==> config.mk <==
export PLATFORM = sky130hd
export DESIGN_NAME = sap_core_param_flat
export DESIGN_NICKNAME = d
export VERILOG_FILES = /design/src/rtl/sap_core_param_if.sv /design/src/rtl/sap_core_param.sv /design/src/flat_wrapper.sv
export SDC_FILE = /design/constraint.sdc
export NUM_CORES = 1
export LEC_CHECK = 0
export CELL_PAD_IN_SITES_DETAIL_PLACEMENT = 0
export CELL_PAD_IN_SITES_GLOBAL_PLACEMENT = 1
export CORE_MARGIN = 2
export CORE_UTILIZATION = 23
export DETAILED_ROUTE_END_ITERATION = 10
export GPL_TIMING_DRIVEN = 0
export PLACE_DENSITY_LB_ADDON = 0.1
export RECOVER_POWER = 25
export SYNTH_ARGS = -nofsm -noshare
export SYNTH_HDL_FRONTEND = slang
export SYNTH_SLANG_ARGS = --single-unit
==> constraint.sdc <==
create_clock -name clk -period 3.7 [get_ports clk]
set_input_delay 0.74 -clock clk [delete_from_list [all_inputs] [get_ports clk]]
set_output_delay 0.74 -clock clk [all_outputs]
set_load 0.005 [all_outputs]
==> src/rtl/sap_core_param_if.sv <==
// Control, programming and observation signals of the SAP core.
// The master side drives run and the programming port; the slave side is the core.
interface sap_core_param_if #(
    parameter int unsigned DATA_W = 8,
    parameter int unsigned ADDR_W = 4
);
    logic              run;
    logic              prog_we;
    logic [ADDR_W-1:0] prog_addr;
    logic [DATA_W-1:0] prog_wdata;
    logic [DATA_W-1:0] out;
    logic              out_valid;
    logic              halted;
    logic              flag_c;
    logic              flag_z;
    logic [ADDR_W-1:0] pc_dbg;
    logic [DATA_W-1:0] bus_dbg;

    modport master (
        output run, prog_we, prog_addr, prog_wdata,
        input  out, out_valid, halted, flag_c, flag_z, pc_dbg, bus_dbg
    );

    modport slave (
        input  run, prog_we, prog_addr, prog_wdata,
        output out, out_valid, halted, flag_c, flag_z, pc_dbg, bus_dbg
    );
endinterface

==> src/rtl/sap_core_param.sv <==
// Parametrised SAP single-bus CPU core: RAM, fetch/execute FSM, carry/zero flags, jumps.
// The RAM is loaded through the programming port while stopped or halted.
module sap_core_param #(
    parameter int unsigned DATA_W = 8,
    parameter int unsigned ADDR_W = 4  // must equal DATA_W-4
) (
    input logic               clk,
    input logic               low_clr,
    sap_core_param_if.slave   bus_if
);
    localparam int unsigned Depth = 2 ** ADDR_W;

    localparam logic [3:0] OpLda = 4'h1;
    localparam logic [3:0] OpAdd = 4'h2;
    localparam logic [3:0] OpSub = 4'h3;
    localparam logic [3:0] OpSta = 4'h4;
    localparam logic [3:0] OpLdi = 4'h5;
    localparam logic [3:0] OpJmp = 4'h6;
    localparam logic [3:0] OpJc  = 4'h7;
    localparam logic [3:0] OpJz  = 4'h8;
    localparam logic [3:0] OpOut = 4'h9;
    localparam logic [3:0] OpHlt = 4'hF;

    typedef enum logic [2:0] {StT0, StT1, StT2, StT3, StT4, StHalt} state_e;

    state_e            state_q, state_d;
    logic [ADDR_W-1:0] pc_q, pc_d;
    logic [ADDR_W-1:0] mar_q, mar_d;
    logic [DATA_W-1:0] ir_q, ir_d;
    logic [DATA_W-1:0] a_q, a_d;
    logic [DATA_W-1:0] b_q, b_d;
    logic [DATA_W-1:0] out_q, out_d;
    logic              out_valid_q, out_valid_d;
    logic              c_q, c_d;
    logic              z_q, z_d;

    logic [DATA_W-1:0] mem_q [Depth];
    logic [DATA_W-1:0] ram_rd;
    logic [DATA_W-1:0] bus;
    logic [DATA_W-1:0] operand_ext;
    logic [DATA_W-1:0] pc_ext;
    logic [DATA_W-1:0] alu_b;
    logic [DATA_W:0]   alu_sum;
    logic [3:0]        opcode;
    logic              is_sub;
    logic              cpu_we;
    logic              prog_ok;

    assign opcode      = ir_q[DATA_W-1 -: 4];
    assign operand_ext = {{(DATA_W-ADDR_W){1'b0}}, ir_q[ADDR_W-1:0]};
    assign pc_ext      = {{(DATA_W-ADDR_W){1'b0}}, pc_q};
    assign ram_rd      = mem_q[mar_q];
    assign is_sub      = (opcode == OpSub);
    assign alu_b       = is_sub ? ~b_q : b_q;
    assign alu_sum     = {1'b0, a_q} + {1'b0, alu_b} + {{DATA_W{1'b0}}, is_sub};
    assign prog_ok     = bus_if.prog_we && (!bus_if.run || state_q == StHalt);

    // Single shared bus: whichever source the current T-state selects, otherwise 0.
    always_comb begin
        bus = '0;
        case (state_q)
            StT0: bus = pc_ext;
            StT1: bus = ram_rd;
            StT2: begin
                case (opcode)
                    OpLda, OpAdd, OpSub, OpSta, OpLdi, OpJmp, OpJc, OpJz: bus = operand_ext;
                    OpOut:                                                bus = a_q;
                    default:                                              bus = '0;
                endcase
            end
            StT3: begin
                case (opcode)
                    OpLda, OpAdd, OpSub: bus = ram_rd;
                    OpSta:               bus = a_q;
                    default:             bus = '0;
                endcase
            end
            StT4:    bus = alu_sum[DATA_W-1:0];
            default: bus = '0;
        endcase
    end

    always_comb begin
        state_d     = state_q;
        pc_d        = pc_q;
        mar_d       = mar_q;
        ir_d        = ir_q;
        a_d         = a_q;
        b_d         = b_q;
        out_d       = out_q;
        c_d         = c_q;
        z_d         = z_q;
        out_valid_d = 1'b0;
        cpu_we      = 1'b0;
        if (bus_if.run) begin
            case (state_q)
                StT0: begin
                    mar_d   = bus[ADDR_W-1:0];
                    state_d = StT1;
                end
                StT1: begin
                    ir_d    = bus;
                    pc_d    = pc_q + 1'b1;
                    state_d = StT2;
                end
                StT2: begin
                    state_d = StT0;
                    case (opcode)
                        OpLda, OpAdd, OpSub, OpSta: begin
                            mar_d   = bus[ADDR_W-1:0];
                            state_d = StT3;
                        end
                        OpLdi: a_d = bus;
                        OpJmp: pc_d = bus[ADDR_W-1:0];
                        OpJc:  if (c_q) pc_d = bus[ADDR_W-1:0];
                        OpJz:  if (z_q) pc_d = bus[ADDR_W-1:0];
                        OpOut: begin
                            out_d       = bus;
                            out_valid_d = 1'b1;
                        end
                        OpHlt:   state_d = StHalt;
                        default: state_d = StT0;
                    endcase
                end
                StT3: begin
                    state_d = StT0;
                    case (opcode)
                        OpLda: a_d = bus;
                        OpAdd, OpSub: begin
                            b_d     = bus;
                            state_d = StT4;
                        end
                        OpSta:   cpu_we = 1'b1;
                        default: state_d = StT0;
                    endcase
                end
                StT4: begin
                    a_d     = bus;
                    c_d     = alu_sum[DATA_W];
                    z_d     = (alu_sum[DATA_W-1:0] == '0);
                    state_d = StT0;
                end
                default: state_d = StHalt;
            endcase
        end
    end

    always_ff @(posedge clk or negedge low_clr) begin
        if (!low_clr) begin
            state_q     <= StT0;
            pc_q        <= '0;
            mar_q       <= '0;
            ir_q        <= '0;
            a_q         <= '0;
            b_q         <= '0;
            out_q       <= '0;
            out_valid_q <= 1'b0;
            c_q         <= 1'b0;
            z_q         <= 1'b0;
        end else begin
            state_q     <= state_d;
            pc_q        <= pc_d;
            mar_q       <= mar_d;
            ir_q        <= ir_d;
            a_q         <= a_d;
            b_q         <= b_d;
            out_q       <= out_d;
            out_valid_q <= out_valid_d;
            c_q         <= c_d;
            z_q         <= z_d;
        end
    end

    // RAM survives reset; a core store is suppressed while reset is held.
    always_ff @(posedge clk) begin
        if (cpu_we && low_clr) begin
            mem_q[mar_q] <= bus;
        end else if (prog_ok) begin
            mem_q[bus_if.prog_addr] <= bus_if.prog_wdata;
        end
    end

    assign bus_if.out       = out_q;
    assign bus_if.out_valid = out_valid_q;
    assign bus_if.halted    = (state_q == StHalt);
    assign bus_if.flag_c    = c_q;
    assign bus_if.flag_z    = z_q;
    assign bus_if.pc_dbg    = pc_q;
    assign bus_if.bus_dbg   = bus;
endmodule

==> src/flat_wrapper.sv <==
// flat-port wrapper written by rule: the top's interface ports become plain ports
module sap_core_param_flat 
#(
    parameter int unsigned DATA_W = 8,
    parameter int unsigned ADDR_W = 4                        
)
  (clk, low_clr, bus_if_run, bus_if_prog_we, bus_if_prog_addr, bus_if_prog_wdata, bus_if_out, bus_if_out_valid, bus_if_halted, bus_if_flag_c, bus_if_flag_z, bus_if_pc_dbg, bus_if_bus_dbg);
  sap_core_param_if #(.DATA_W(DATA_W), .ADDR_W(ADDR_W)) bus_if_i ();
  input logic clk;
  input logic low_clr;
  input wire logic [$bits(bus_if_i.run)-1:0] bus_if_run;
  input wire logic [$bits(bus_if_i.prog_we)-1:0] bus_if_prog_we;
  input wire logic [$bits(bus_if_i.prog_addr)-1:0] bus_if_prog_addr;
  input wire logic [$bits(bus_if_i.prog_wdata)-1:0] bus_if_prog_wdata;
  output wire logic [$bits(bus_if_i.out)-1:0] bus_if_out;
  output wire logic [$bits(bus_if_i.out_valid)-1:0] bus_if_out_valid;
  output wire logic [$bits(bus_if_i.halted)-1:0] bus_if_halted;
  output wire logic [$bits(bus_if_i.flag_c)-1:0] bus_if_flag_c;
  output wire logic [$bits(bus_if_i.flag_z)-1:0] bus_if_flag_z;
  output wire logic [$bits(bus_if_i.pc_dbg)-1:0] bus_if_pc_dbg;
  output wire logic [$bits(bus_if_i.bus_dbg)-1:0] bus_if_bus_dbg;
  assign bus_if_i.run = bus_if_run;
  assign bus_if_i.prog_we = bus_if_prog_we;
  assign bus_if_i.prog_addr = bus_if_prog_addr;
  assign bus_if_i.prog_wdata = bus_if_prog_wdata;
  assign bus_if_out = bus_if_i.out;
  assign bus_if_out_valid = bus_if_i.out_valid;
  assign bus_if_halted = bus_if_i.halted;
  assign bus_if_flag_c = bus_if_i.flag_c;
  assign bus_if_flag_z = bus_if_i.flag_z;
  assign bus_if_pc_dbg = bus_if_i.pc_dbg;
  assign bus_if_bus_dbg = bus_if_i.bus_dbg;
  sap_core_param #(.DATA_W(DATA_W), .ADDR_W(ADDR_W)) u_core (.clk(clk), .low_clr(low_clr), .bus_if(bus_if_i));
endmodule
==> results.ini <==
[status]
outcome=finished, violations left
violations=max-capacitance violations, max-slew violations, negative setup slack

[floorplanning]
dieHeight_um=190
dieArea_um2=36200
num_rows=68
initial_utilization_pct=23.2
die_w_um=190
ios=40
core-area_um2=34400

[cells_and_area]
fin_nets=708
regArea_um2=5000
drive_above_1_share_pct=33.2
final_cells=1150
area_delta_synth_final_pct=32.8
multiInputGateArea_um2=3300
nFillCells=3455
num_antenna_cells=0
final_util_pct=30.8

[yosys]
yosysMostFrequentCell=edfxtp_1
netlist_top_cells_area=edfxtp_1, dfrtp_1, mux4_2
synth_area_per_cell_um2=14.0
synth.top_cell.area_share_pct=48.2
synth_edf_count=128
yosysWarnings=0
ys_seq_elements=174
syn-num-nets=596
synth_top_area_cell=edfxtp_1
synthArstFlopShare_pct=26.4
netlist-cell-type-count=66
synthTopCellsByCount=edfxtp_1, nand2_1, nor2_1, dfrtp_1, mux4_2
synth-seq-area-share_pct=62.7
synthCells=570
netlist_area_um2=7970
ys_dominant_reg_cell=edfxtp_1

[grt]
grt_max_degree=35
grt_pass1_wl_mm=38.1
grt_overflow=0
grt_pass1_vias=5668
grt_usage_pct=14.8
antenna_found_initial=0

[placement]
port_buffers=39
pre_cts_slack_ns=-0.796
dp_hpwl_mm=17.6
globalplace.congestion=0.770
placed_cells=1068

[detailed_routing]
drt-total-wl_mm=25.9
avgRoutedWirePerCell_um=22.6
vias=5331
vias_per_cell=4.64
dr.pass1.iters=4
drt_iter0_drc=313
drcViolationCount=0
antenna_left=0

[critical_path]
crit_type=flip-flop to output port
crit_path_max_fanout=3
endpoint_kind=output port
start_kind=flip-flop
worstPathRequired_ns=2.96
crit_arrival_ns=3.06

[sta]
fin_ws_ns=-0.0969
hold_viol=0
setup_violations=12
max_freq_mhz=263
skew_ns=0.0130
max_slew_margin_pct=-33.6
worst_pin_slew_ns=2.00
rsz0062_at_grt=true
drv_slew=35
finalCritPeriodShare_pct=103
period_needed_ns=3.80

[clock_network]
cts_buffers=17
htreeDepth=4
cts_buffer_depth=2
clk_latency_ns=0.44
clk_pin_slew_ns=0.08
clock_sinks=174
cts_tree=yes
cts_hold_buf=0
clock-root-buffer=clkbuf_16

[flow_run]
drv.max_cap_violation_count=1

[power_and_ir_drop]
leakage_uw=0.00378
ir_drop_v=0.000335
p_per_area_nw_per_um2=911
fin_total_pwr_uw=9640

[hold_path]
worstHoldPathType=primary input to asynchronous set/reset pin

-- repair_timing --
| action | in CTS | in global routing |
|---|---|---|
| buffers inserted | 38 | 13 |
| gates cloned | 1 | 0 |
| setup endpoints to repair | 143 | 96 |
| pin swaps | 29 | 23 |
| resized for setup | 124 | 38 |
-- cell type report --
class	count	area share (%)
Sequential cell	174	47.2
Multi-Input combinational cell	348	31.2
Timing Repair Buffer	95	8.23
Tap cell	455	5.38
Clock buffer	17	4.02
Buffer	25	1.75
Clock inverter	15	1.48
Inverter	21	0.745
-- path summary, 6_finish.rpt --
kind | from | to | slack (ns) | cells past startpoint
max in group asynchronous | low_clr | u_core.ir_q[4] | 1.17 | 2
setup / recovery | u_core.ir_q[6] | bus_if_bus_dbg[1] | -0.1 | 11
hold / removal | low_clr | u_core.bus_if.pc_dbg[2] | 0.19 | 1
setup reg to reg | u_core.state_q[1] | u_core.mem_q[10][1] | 0.16 | 7
min in group clk | u_core.bus_if.out[1] | u_core.bus_if.out[1] | 0.47 | 2
hold reg to reg | u_core.bus_if.out[1] | u_core.bus_if.out[1] | 0.47 | 2
-- critical path: stages, from the launching register on --
cell,delay (ns)
dfrtp_1,0.38
and4bb_4,0.38
buf_12,0.13
xor2_4,0.21
fa_2,0.48
mux2i_1,0.21
nor3_2,0.06
a221oi_2,0.18
clkbuf_1,0.24
and2_4,0.22
inv_2,0.04
buf_6,0.10
-- state kept, by name, indices dropped and copies added, names as in the netlist --
| name | flops |
|---|---|
| u_core.a_q | 8 |
| u_core.mem_q | 128 |
| u_core.bus_if.out | 8 |
| u_core.bus_if.flag_c | 1 |
| u_core.ir_q | 8 |
| u_core.bus_if.flag_z | 1 |
| u_core.b_q | 8 |
| u_core.bus_if.pc_dbg | 4 |
| u_core.mar_q | 4 |
| u_core.bus_if.out_valid | 1 |
| u_core.state_q | 3 |
-- through the flow --
step / setup TNS, ns / hold WS [ns] / instance area [µm²]
3_3_place_gp: -274.35 / 0.468 / 8930
3_5_place_dp: -70.69 / 0.472 / 8980
5_1_grt: -3.97 / 0.204 / 10600
2_1_floorplan: 0 / 0.444 / 7970
4_1_cts: -0.652 / 0.207 / 10400
6_report: -0.431 / 0.194 / 10600
-- report_power, final --
group / internal [µW] / switching [µW]
clock network: 898 / 881
logic: 2260 / 2630
registers: 2660 / 311
total: 5820 / 3820
-- cell families (layout without fill, tap and decap cells) --
logic type               after synthesis  after routing  share of synthesized area [%]
AO/OA/AOI/OAI                        109            109                           8.79
adder cells (fa/ha/maj)               10             10                           1.66
AND/OR/NAND/NOR                      160            160                           9.81
multiplexers                          56             56                           13.0
flip-flops                           174            174                           62.7
buffers and inverters                 48            173                           2.59
XOR/XNOR                              13             13                           1.43
-- metal layers --
layer  track usage [%]  up-vias  part of all wire [%]
met3              2.73       26                   3.5
met4              4.26        0                   1.9
met2              26.9       91                    53
met1              17.8     2792                    42
li1                  -     2422                     -
met5                 0        -                     0
-- placed cells by master (no fill, tap or decap), types with 14 or more instances in the layout --
master,n
edfxtp_1,128
nand2_1,47
buf_4,45
dfrtp_1,44
mux4_2,37
nor2_1,33
o21ai_0,27
a21oi_1,21
inv_1,18
clkbuf_16,17
dlygate4sd3_1,16
clkbuf_1,14
clkdlybuf4s50_1,14
(Power assumes the default switching activity.)
==> edit (same flow settings) <==
`DATA_W` is set to 8 in 3 places; all go to 6.
--- a/src/rtl/sap_core_param_if.sv
+++ b/src/rtl/sap_core_param_if.sv
@@ -3,3 +3,3 @@
 interface sap_core_param_if #(
-    parameter int unsigned DATA_W = 8,
+    parameter int unsigned DATA_W = 6,
     parameter int unsigned ADDR_W = 4
--- a/src/rtl/sap_core_param.sv
+++ b/src/rtl/sap_core_param.sv
@@ -3,3 +3,3 @@
 module sap_core_param #(
-    parameter int unsigned DATA_W = 8,
+    parameter int unsigned DATA_W = 6,
     parameter int unsigned ADDR_W = 4  // must equal DATA_W-4
--- a/src/flat_wrapper.sv
+++ b/src/flat_wrapper.sv
@@ -3,3 +3,3 @@
 #(
-    parameter int unsigned DATA_W = 8,
+    parameter int unsigned DATA_W = 6,
     parameter int unsigned ADDR_W = 4                        
Interface: changed (resized bus_if_bus_dbg, bus_if_out and bus_if_prog_wdata); port bits go from 40 to 34. No check against the original RTL was run, so the function may have changed too.
==> edit against the original RTL <==
  * The run ends with negative setup slack left
  * Sequential cell count down 40
  * Routed wire length down 25%
  * Non-clock buffer count down 45
  * Maximum frequency up 1.4%
  * Synthesized area down 21%
  * Power down 25%
  * Count of clock-buffer cells in the layout unchanged
  * Combinational power down 35%
  * Design area down 23%
  * Setup slack better by 52 ps
  * Critical endpoint is now bus_if_bus_dbg[3]
  * Largest cell class unchanged
  * Largest power group unchanged
==> edit: results (changes against the original RTL) <==
critical_path:
  crit-reg2reg-launch: "u_core.ir_q[4]"
  crit_path_max_fanout: 7  # +4
  reg2reg_to: "u_core.mem_q[8][3]"
  reg2reg_setup_slack_ps: 400  # +240 ps
  ff2ff_path_depth: 10  # +3
  crit_arrival_ps: 3010  # -50 ps
synth:
  synth_edf_count: 96  # -25%
  async_flop_share_pct: 28.4  # +1.9 points
  synth_area_leaders: "edfxtp_1, dfrtp_1, mux4_2"
  avgSynthCellArea_sq_um: 13.7  # -1.8%
  syn-num-nets: 479  # -20%
  netlist_top_cells_count: "edfxtp_1, nand2_1, dfrtp_1, nor2_1, o21ai_0"
  ys_types: 59  # -11%
  ys_seq_area_share_pct: 61.1  # -1.6 points
grt:
  met2_usage_pct: 24.5  # -2.4 points
  grt_pass1_vias: 4260  # -25%
  grt_use_total_pct: 14.1  # -0.68 points
  grt_use_met3_pct: 2.43  # -0.30 points
  grtUsageMet1_pct: 18.3  # +0.43 points
  grt_pass1_wl_um: 28900  # -24%
  grt_max_degree: 22  # -37%
sta:
  clock_skew_ps: 12.0  # -1.03 ps
  tightest_slew_ps: 1250  # -756 ps
  setup_viol: 2  # -10
  setup_ws_ps: -45.2  # +51.7 ps
finish:
  final_nets: 553  # -22%
  largest_reg_flops: 96  # -25%
  nFillCells: 2708  # -22%
  layout-drive-gt1-share_pct: 25.9  # -7.3 points
clock_network:
  cts_buffers: 17  # unchanged
  clock_latency_ps: 420  # -20 ps
  clock_path_buffers: 2  # unchanged
  clk_pin_slew_ps: 70
worst_hold_path:
  hold_path_end: "u_core.bus_if.out[5]"
  hold_class: "reg2reg"
placement:
  dpl_worst_slack_ps: -634  # +162 ps
  io_buffer_count: 32  # -18%
  gp_congestion: 0.765  # -0.53%
  place_hpwl_um: 13800  # -21%
  place_inst: 831  # -22%
route:
  wire_per_inst_um: 21.9  # -3.2%
  drt-total-wl_um: 19300  # -25%
  viasPerCell: 4.65  # +0.35%
  drt-initial-drc-count: 208  # -34%
power_and_ir_drop:
  p_leak_uw: 0.00292  # -23%
  peakVddDrop_v: 0.000273  # -18%
status:
  violations: "negative setup slack"
  status: "complete, but fails checks"
==> edit: cell count changes in the layout (fill, tap and decap cells not counted), sizes merged, moves of 6 or more <==
cell and delta:
a21oi -14, buf -36, clkinv -6, dfrtp -8, edfxtp -32, mux4 -13, nand2 -10, nor2 -16
==> edit: routing by layer <==
metal	share of wire (%)	vias up
met3	2.2	12
met4	1.2	0
met1	46	2121
met5	0	-
li1	-	1928
met2	51	56
==> edit: how the worst max path moves through the flow <==
stage,from,end,slack (ps),cells past startpoint
floorplan,u_core.ir_q[3],bus_if_bus_dbg[3],670,11
global placement,low_clr,u_core.mem_q[10][1],-880,5
detailed placement,u_core.ir_q[5],bus_if_bus_dbg[1],-630,9
CTS,u_core.ir_q[3],bus_if_bus_dbg[0],-90,8
global route,u_core.ir_q[4],bus_if_bus_dbg[3],-150,11
finish,u_core.ir_q[4],bus_if_bus_dbg[3],-50,11
==> edit: kinds of logic (layout without fill, tap and decap cells) <==
kind of cell / after synthesis / count (layout) / synth area share (%)
flip-flops: 134 / 134 / 61.1
AND/OR/NAND/NOR: 133 / 133 / 10.3
AO/OA/AOI/OAI: 88 / 88 / 9.29
multiplexers: 51 / 51 / 13.7
buffers and inverters: 33 / 120 / 2.49
XOR/XNOR: 10 / 10 / 1.40
adder cells (fa/ha/maj): 8 / 8 / 1.72
==> edit: area by class of cell <==
class | count | area (sq um) | area share [%]
Sequential cell | 134 | 3840 | 47.3
Multi-Input combinational cell | 290 | 2560 | 31.5
Timing Repair Buffer | 55 | 494 | 6.09
Tap cell | 341 | 427 | 5.26
Clock buffer | 17 | 425 | 5.24
Clock inverter | 15 | 196 | 2.42
Buffer | 20 | 126 | 1.56
Inverter | 13 | 48.8 | 0.601
==> edit: timing repair <==
action                                  in CTS  in global routing
hold endpoints to repair                     0                  0
gates resized for setup                     60                 19
endpoints found under the setup margin      54                 40
pin swaps                                   18                  7
setup buffers                               18                  4
==> edit: critical path, cell delays in order (launching register included) <==
cell      delay, ps
dfrtp_1         390
and4bb_1        330
buf_6           180
xor2_1          160
ha_1            270
buf_6           140
and4b_4         180
or3_4           360
xor2_4          160
nand2_2         110
a21oi_2         180
buf_2           130
==> edit: stage by stage <==
| stage | total power [uW] | setup TNS [ps] | hold slack (ps) | area [sq um] |
|---|---|---|---|---|
| after global routing | 7710 | -477 | 521 | 8110 |
| after CTS | 7240 | -239 | 281 | 8010 |
| after detailed placement | 4870 | -31590 | 476 | 7040 |
| final | 7260 | -69.3 | 479 | 8110 |
| after global placement | 4860 | -100430 | 475 | 7020 |
| after floorplan | 3810 | 0 | 444 | 6270 |
==> edit: report_power, final <==
group,switching [uW],internal (uW),leakage (uW)
combinational,1760,1430,0.00126
sequential,223,2030,0.00136
clock,781,1040,0.000308
